**src/rtl/stream_mux_pkg.sv**
```systemverilog
// Shared constants and helpers for the stream_mux_rr family.
package stream_mux_pkg;

    localparam int unsigned MODE_FIXED = 0;
    localparam int unsigned MODE_RR    = 1;

    // Channel-index width: max(1, clog2(n)).
    function automatic int unsigned chan_w(input int unsigned n);
        return (n <= 1) ? 32'd1 : 32'($clog2(n));
    endfunction

endpackage

```
**src/rtl/rr_grant.sv**
```systemverilog
// Combinational wrapping priority search: first set request at or above ptr,
// wrapping from N-1 back to 0.
module rr_grant #(
    parameter int unsigned N  = 4,
    parameter int unsigned CW = 2
) (
    input  logic [N-1:0]  req,
    input  logic [CW-1:0] ptr,
    output logic [CW-1:0] grant,
    output logic          grant_valid
);

    logic [N-1:0] req_sh;

    // Walk N positions starting at ptr; the first hit wins.
    always_comb begin
        int unsigned idx;
        idx         = 0;
        req_sh      = '0;
        grant       = '0;
        grant_valid = 1'b0;
        for (int unsigned i = 0; i < N; i++) begin
            idx = 32'(ptr) + i;
            if (idx >= N) begin
                idx = idx - N;
            end
            req_sh = req >> idx;
            if (!grant_valid && req_sh[0]) begin
                grant_valid = 1'b1;
                grant       = CW'(idx);
            end
        end
    end

endmodule

```
**src/rtl/stream_mux_rr.sv**
```systemverilog
// N-channel valid/ready stream mux with one registered output stage;
// fixed (sel) or round-robin selection chosen at elaboration.
module stream_mux_rr
    import stream_mux_pkg::*;
#(
    parameter int unsigned W    = 16,
    parameter int unsigned N    = 4,
    parameter int unsigned MODE = MODE_RR,
    localparam int unsigned CW  = chan_w(N)
) (
    input  logic            clk,
    input  logic            rst_n,
    input  logic [N-1:0]    in_valid,
    output logic [N-1:0]    in_ready,
    input  logic [N*W-1:0]  in_data,
    input  logic [CW-1:0]   sel,
    output logic            out_valid,
    input  logic            out_ready,
    output logic [W-1:0]    out_data,
    output logic [CW-1:0]   out_chan
);

    logic            out_valid_q, out_valid_d;
    logic [W-1:0]    out_data_q,  out_data_d;
    logic [CW-1:0]   out_chan_q,  out_chan_d;
    logic [CW-1:0]   ptr_q,       ptr_d;

    logic [N-1:0]    req_c;
    logic [CW-1:0]   start_c;
    logic [CW-1:0]   grant_c;
    logic            grant_valid_c;
    logic            load_c;
    logic            xfer_c;

    // Arbiter inputs: round-robin searches all requests from ptr; fixed mode
    // masks down to the selected channel so both modes share one search path.
    always_comb begin
        req_c   = in_valid;
        start_c = ptr_q;
        if (MODE == MODE_FIXED) begin
            req_c   = '0;
            start_c = '0;
            if (32'(sel) < N) begin
                start_c = sel;
                req_c   = in_valid & (N'(1) << sel);
            end
        end
    end

    rr_grant #(
        .N  (N),
        .CW (CW)
    ) u_grant (
        .req         (req_c),
        .ptr         (start_c),
        .grant       (grant_c),
        .grant_valid (grant_valid_c)
    );

    // Handshake decode; in_ready is forced low while reset is asserted.
    always_comb begin
        load_c   = !out_valid_q || out_ready;
        xfer_c   = rst_n && load_c && grant_valid_c;
        in_ready = xfer_c ? (N'(1) << grant_c) : '0;
    end

    // Next state of the output register and round-robin pointer.
    always_comb begin
        out_valid_d = out_valid_q;
        out_data_d  = out_data_q;
        out_chan_d  = out_chan_q;
        ptr_d       = ptr_q;
        if (load_c) begin
            out_valid_d = xfer_c;
        end
        if (xfer_c) begin
            out_data_d = in_data[32'(grant_c)*W +: W];
            out_chan_d = grant_c;
            if (MODE == MODE_RR) begin
                ptr_d = (32'(grant_c) == N - 1) ? '0 : CW'(32'(grant_c) + 1);
            end
        end
    end

    // State registers; reset drops any pending beat immediately.
    always_ff @(posedge clk or negedge rst_n) begin
        if (!rst_n) begin
            out_valid_q <= 1'b0;
            out_data_q  <= '0;
            out_chan_q  <= '0;
            ptr_q       <= '0;
        end else begin
            out_valid_q <= out_valid_d;
            out_data_q  <= out_data_d;
            out_chan_q  <= out_chan_d;
            ptr_q       <= ptr_d;
        end
    end

    assign out_valid = out_valid_q;
    assign out_data  = out_data_q;
    assign out_chan  = out_chan_q;

endmodule

```
**config.mk**
```make
export PLATFORM = sky130hd
export DESIGN_NAME = stream_mux_rr
export DESIGN_NICKNAME = d
export VERILOG_FILES = /design/src/rtl/stream_mux_pkg.sv /design/src/rtl/rr_grant.sv /design/src/rtl/stream_mux_rr.sv
export SDC_FILE = /design/constraint.sdc
export NUM_CORES = 1
export LEC_CHECK = 0
export CAP_MARGIN = 15
export CORE_MARGIN = 3
export CORE_UTILIZATION = 25
export DETAILED_ROUTE_END_ITERATION = 12
export GPL_TIMING_DRIVEN = 1
export SYNTH_ARGS = -nofsm -noshare
export SYNTH_HDL_FRONTEND = slang
export SYNTH_SLANG_ARGS = --single-unit
```
**constraint.sdc**
```tcl
create_clock -name clk -period 5.14 [get_ports clk]
set_input_delay 1.028 -clock clk [delete_from_list [all_inputs] [get_ports clk]]
set_output_delay 1.028 -clock clk [all_outputs]
set_load 0.01 [all_outputs]
```
==> results_dict.tcl, run 1 <==
set metrics [dict create \
    setup_viol_count_final 0 \
    antenna_cells 0 \
    die_w_um 89.0 \
    yosys-top-cells-area "dfrtp_1, mux2i_1, o221ai_2" \
    combPwrFrac_pct 72.5 \
    crit_path_end_kind "output port" \
    critical-path-slowest-cell "clkdlybuf4s50_1" \
    clk_path_buf_depth 2 \
    intPower_mw 0.873 \
    die_y_um 89.0 \
    drtAntennaViolNets 0 \
    cts.clk_slew.worst_paths_ps 70 \
    hold_path.class "flip-flop to flip-flop" \
    critPathRequiredTime_ps 4110 \
    path_cells "clkdlybuf4s50_1 > mux2i_1 > o22ai_1 > a221oi_1 > a2bb2oi_4 > inv_1 > ha_1 > inv_1 > nor2_1 > clkdlybuf4s50_1" \
    setup_ws_ps 438 \
    antenna_found_initial 0 \
    grt_max_degree 29 \
    synth_nets 240 \
    seq_power_share_pct 20.5 \
    p_leak_nw 1.20 \
    wl_mm 5.03 \
    max_freq_ghz 0.213 \
    drive_gt1_share_pct 11.3 \
    worst_pin_slew_ps 550 \
    switchingPower_mw 0.660 \
    grtUsageMet2_pct 21.6 \
    syn_inst 158 \
    met3_usage_pct 3.50 \
    final_cell_mix "clkdlybuf4s50_1, mux2i_1, nand2_1" \
    area_delta_synth_final_pct 58.2 \
    place_hpwl_mm 3.88 \
    ys_warn_count 0 \
    dp_cells 321 \
    grt_pass1_vias 1610 \
    synth_area_leader_cell "dfrtp_1" \
    clock_skew_ps 7.19 \
    netlist_area_um2 1720 \
    wl_per_cell_um 15.5 \
    grt_overflow 0 \
    path_delay_family "buffers and inverters" \
    finalCritPeriodShare_pct 91.5 \
    multi_input_area_um2 1060 \
    grt_util_met1_pct 16.3 \
    drtPass1Iterations 4 \
    top_usage_layer "met2" \
    maxSlewHeadroom_pct 63.4 \
    seq_area_um2 526 \
    final_cell_area_um2 2720 \
    post-cts-setup-buffer-count 0 \
    vdd_ir_drop_max_mv 0.241 \
    status "finished clean" \
    cts_tree "yes" \
    place_ws_ps 434 \
    io_buffers 93 \
    p_sw_share_pct 43.0 \
    mostFrequentLayoutCell "clkdlybuf4s50_1" \
    crit_buf_inv 4 \
    dr.first_iter.drc_count 64 \
    clk_latency_ps 260 \
    reg2reg_slack_ps 1560 \
    cts_resized 0 \
    cts_buffers 3 \
    die_area_um2 7920 \
    yosysUniqueCellTypes 31 \
    ys_seq_area_share_pct 30.5 \
    final.setup.tns_ps 0 \
    grt_pass1_wl_mm 7.89 \
    netlist.area_leader.share_pct 30.5 \
    slew_violations 0 \
    htreeDepth 1 \
    core_um2 6490 \
    rsz0062_at_grt "no" \
    ios 96 \
    num_rows 29 \
    power_frac_clock_pct 7.0 \
    post-route-min-period_ps 4700 \
    holdBufCountCts 0 \
    cts_root_buf "clkbuf_8" \
    grt_use_total_pct 12.6 \
    p_per_area_nw_per_um2 563 \
    hold_viol 0 \
    drcViolationCount 0 \
    place.gp.congestion 0.837 \
    cp.arrival_ps 3670 \
    fillers 655 \
    critPathMaxFanout 9 \
    cts.sinks 21 \
    place_area_um2 2680 \
    path_class "input pin to output port" \
    synth.avg_cell_area_um2 10.9 \
    worst_path_largest_cell_delay_ps 510 \
    nets 331 \
    initial_core_util_pct 26.5 \
    via_per_inst 4.74 \
    drv_cap 0 \
    startpoint_type "input pin" \
    synth-seq-cells 21 \
    vias 1541 \
    final_cells 325 \
]
metal layers:
metal  vias up  part of all wire [%]
met2        47                    49
met1       733                    43
met4         0                  0.30
li1        759                     -
met5         -                     0
met3         2                   7.0
Yosys cell counts, drive strengths merged:
| library cell | count |
|---|---|
| mux2i | 36 |
| nand2 | 25 |
| dfrtp | 21 |
| o221ai | 16 |
| buf | 12 |
| ha | 9 |
| inv | 8 |
| nand2b | 4 |
| nor2 | 4 |
| mux4 | 3 |
| and2 | 2 |
| nor2b | 2 |
| o21ai | 2 |
| o22ai | 2 |
| or2 | 2 |
| a211oi | 1 |
| a221oi | 1 |
| a2bb2oi | 1 |
| mux2 | 1 |
| nor3b | 1 |
| o31a | 1 |
| o31ai | 1 |
| o32a | 1 |
| o41ai | 1 |
| or3b | 1 |
worst paths after layout:
| kind | startpoint | end | depth (start not counted) |
|---|---|---|---|
| max in group asynchronous | rst_n | out_data[8] | 2 |
| min in group asynchronous | rst_n | ptr_q[0] | 2 |
| hold reg to reg | out_data[12] | out_data[12] | 2 |
| setup reg to reg | ptr_q[0] | out_data[13] | 10 |
| setup / recovery | in_valid[3] | in_ready[3] | 10 |
| hold / removal | out_data[12] | out_data[12] | 2 |
registers in the layout, indices dropped and copies added (netlist names):
signal	count
out_valid	1
ptr_q	2
out_data	16
out_chan	2
metrics by stage:
stage | total power, mW | util, % | hold slack (ps)
final | 1.53 | 41.9 | 489
after floorplan | 1.12 | - | 511
after CTS | 1.57 | 41.9 | 493
after detailed placement | 1.45 | 41.2 | 466
after global placement | 1.44 | 41.2 | 469
after global routing | 1.67 | 41.9 | 508
area by class of cell:
cell class                      instances  area share [%]
Multi-Input combinational cell        117            38.9
Inverter                                8            1.10
Tap cell                               77            3.54
Clock buffer                            4            1.65
Sequential cell                        21            19.3
Timing Repair Buffer                   98            35.6
logic make-up after synthesis:
group	after synthesis	share of synthesized area (%)
multiplexers	40	25.5
AO/OA/AOI/OAI	27	17.4
flip-flops	21	30.5
AND/OR/NAND/NOR	41	11.0
buffers and inverters	20	9.01
adder cells (fa/ha/maj)	9	6.54
worst min-delay path, cell delays in order (launching register included):
cell and delay (ps):
dfrtp_1 340, nand2_1 50, o221ai_1 60
power by group through the flow:
| stage | combinational (mW) | sequential, mW | clock, mW |
|---|---|---|---|
| 3_3_place_gp | 1.12 | 0.316 | 0 |
| 4_1_cts | 1.14 | 0.315 | 0.116 |
| 6_report | 1.11 | 0.314 | 0.107 |
| 3_5_place_dp | 1.13 | 0.316 | 0 |
| 2_1_floorplan | 0.794 | 0.331 | 0 |
| 5_1_grt | 1.22 | 0.330 | 0.123 |
(Power assumes the default switching activity.)
==> run 2: changes to the inputs <==
- CORE_ASPECT_RATIO: default -> 1.75
==> results_dict.tcl, run 2 (synthesis results as in run 1) <==
set metrics [dict create \
    maxSlewHeadroom_pct 62.4 \
    wl_mm 4.80 \
    p_per_area_nw_per_um2 575 \
    fillers 683 \
    max_freq_ghz 0.210 \
    vias 1528 \
    hold_viol 0 \
    clk_path_buf_depth 2 \
    drv_cap 0 \
    area_delta_synth_final_pct 60.1 \
    switchingPower_mw 0.665 \
    grt_overflow 0 \
    clock_skew_ps 2.54 \
    grt_use_total_pct 12.5 \
    intPower_mw 0.920 \
    holdBufCountCts 0 \
    worst_pin_slew_ps 565 \
    critPathMaxFanout 10 \
    nets 330 \
    antenna_found_initial 0 \
    io_buffers 93 \
    power_mw 1.59 \
    htreeDepth 1 \
    hold_path.class "flip-flop to flip-flop" \
    wl_met3_um 269 \
    antenna_cells 0 \
    drcViolationCount 0 \
    clk_latency_ps 250 \
    post-cts-setup-buffer-count 0 \
    seq_power_share_pct 19.9 \
    die_w_um 68.7 \
    crit_path_end_kind "output port" \
    dr.first_iter.drc_count 66 \
    critPathRequiredTime_ps 4110 \
    num_rows 39 \
    initial_core_util_pct 26.1 \
    min_to "out_chan[1]" \
    combPwrFrac_pct 69.8 \
    drtAntennaViolNets 0 \
    final.setup.tns_ps 0 \
    reg2reg_to "out_data[2]" \
    grt_max_degree 28 \
    mostFrequentLayoutCell "clkdlybuf4s50_1" \
    slew_violations 0 \
    largest_register_ffs 16 \
    drtPass1Iterations 4 \
    setup_viol_count_final 0 \
    cts_buffers 3 \
    post-route-min-period_ps 4760 \
    r2r_cells 10 \
    p_sw_share_pct 41.9 \
    die_y_um 116 \
    path_class "input pin to output port" \
    place_hpwl_mm 3.90 \
    vdd_ir_drop_max_mv 0.256 \
    rsz0062_at_grt "no" \
    power_frac_clock_pct 10.2 \
    hold_path_startpoint "out_chan[1]" \
    p_leak_nw 1.21 \
    grt_pass1_wl_mm 7.65 \
    cts_tree "yes" \
    cp.arrival_ps 3730 \
    die_area_um2 7960 \
    wl_per_cell_um 14.6 \
    cp-startpoint "in_valid[3]" \
    cts_resized 0 \
    reg2reg_slack_ps 1290 \
    final_cell_mix "clkdlybuf4s50_1, mux2i_1, nand2_1" \
    status "finished clean" \
    cts_root_buf "clkbuf_16" \
    core_um2 6590 \
    startpoint_type "input pin" \
    drt-met1-wl_mm 1.78 \
    cts.clk_slew.worst_paths_ps 50 \
    place.gp.congestion 0.709 \
    met2WireLength_mm 2.72 \
    ios 96 \
    grt_pass1_vias 1639 \
    top_layer "met4" \
    via_per_inst 4.64 \
    cts.sinks 21 \
    drive_gt1_share_pct 10.9 \
    r2r_start "ptr_q[0]" \
    hold_depth 2 \
    finalCritPeriodShare_pct 92.6 \
]
[run 2: cell types whose count changed in the layout (fill, tap and decap cells not counted)]
| cell | previous run | this run |
|---|---|---|
| clkbuf_16 | 0 | 3 |
| clkbuf_8 | 3 | 0 |
| buf_4 | 5 | 4 |
[run 2: how the worst max path moves through the flow]
stage                  endpoint
floorplan           in_ready[3]
global placement    in_ready[3]
detailed placement  in_ready[3]
CTS                 in_ready[3]
global route        in_ready[3]
finish              in_ready[3]
[run 2: layout make-up]
cell class / instances / area (um2) / area share (%)
Multi-Input combinational cell: 117 / 1060 / 38.4
Timing Repair Buffer: 97 / 961 / 34.9
Clock buffer: 4 / 78.8 / 2.86
Sequential cell: 21 / 526 / 19.1
Inverter: 8 / 30.0 / 1.09
Tap cell: 82 / 103 / 3.72
[run 2: power groups by stage]
| stage | Clock [mW] | Combinational, mW | Sequential, mW |
|---|---|---|---|
| floorplan | 0 | 0.794 | 0.331 |
| global placement | 0 | 1.12 | 0.316 |
| detailed placement | 0 | 1.13 | 0.318 |
| CTS | 0.169 | 1.13 | 0.317 |
| global route | 0.174 | 1.22 | 0.330 |
| finish | 0.162 | 1.11 | 0.316 |
[run 2: critical path, stage by stage]
cell             delay, ps
clkdlybuf4s50_1        510
mux2i_1                270
o22ai_1                190
a221oi_1               450
a2bb2oi_4              340
inv_1                  140
ha_1                   220
inv_1                   50
nor2_1                  40
clkdlybuf4s50_1        490
[run 2: metal layers]
metal  vias to the layer above  global-route usage (%)
met5                         -                       0
met4                         0                    3.52
met3                         2                    2.04
met2                        56                    23.5
met1                       712                    13.8
li1                        758                       -
[run 2: per-stage QoR]
step | utilization [%] | cell area (um2) | std cells | setup slack, ps | hold WS (ps)
final | 41.8 | 2760 | 329 | 381 | 485
after global routing | 41.8 | 2760 | 329 | 168 | 516
after CTS | 41.8 | 2760 | 329 | 353 | 487
after detailed placement | 40.6 | 2680 | 325 | 348 | 472
after global placement | 40.6 | 2680 | 325 | 393 | 463
after floorplan | - | 1720 | 158 | 1530 | 511
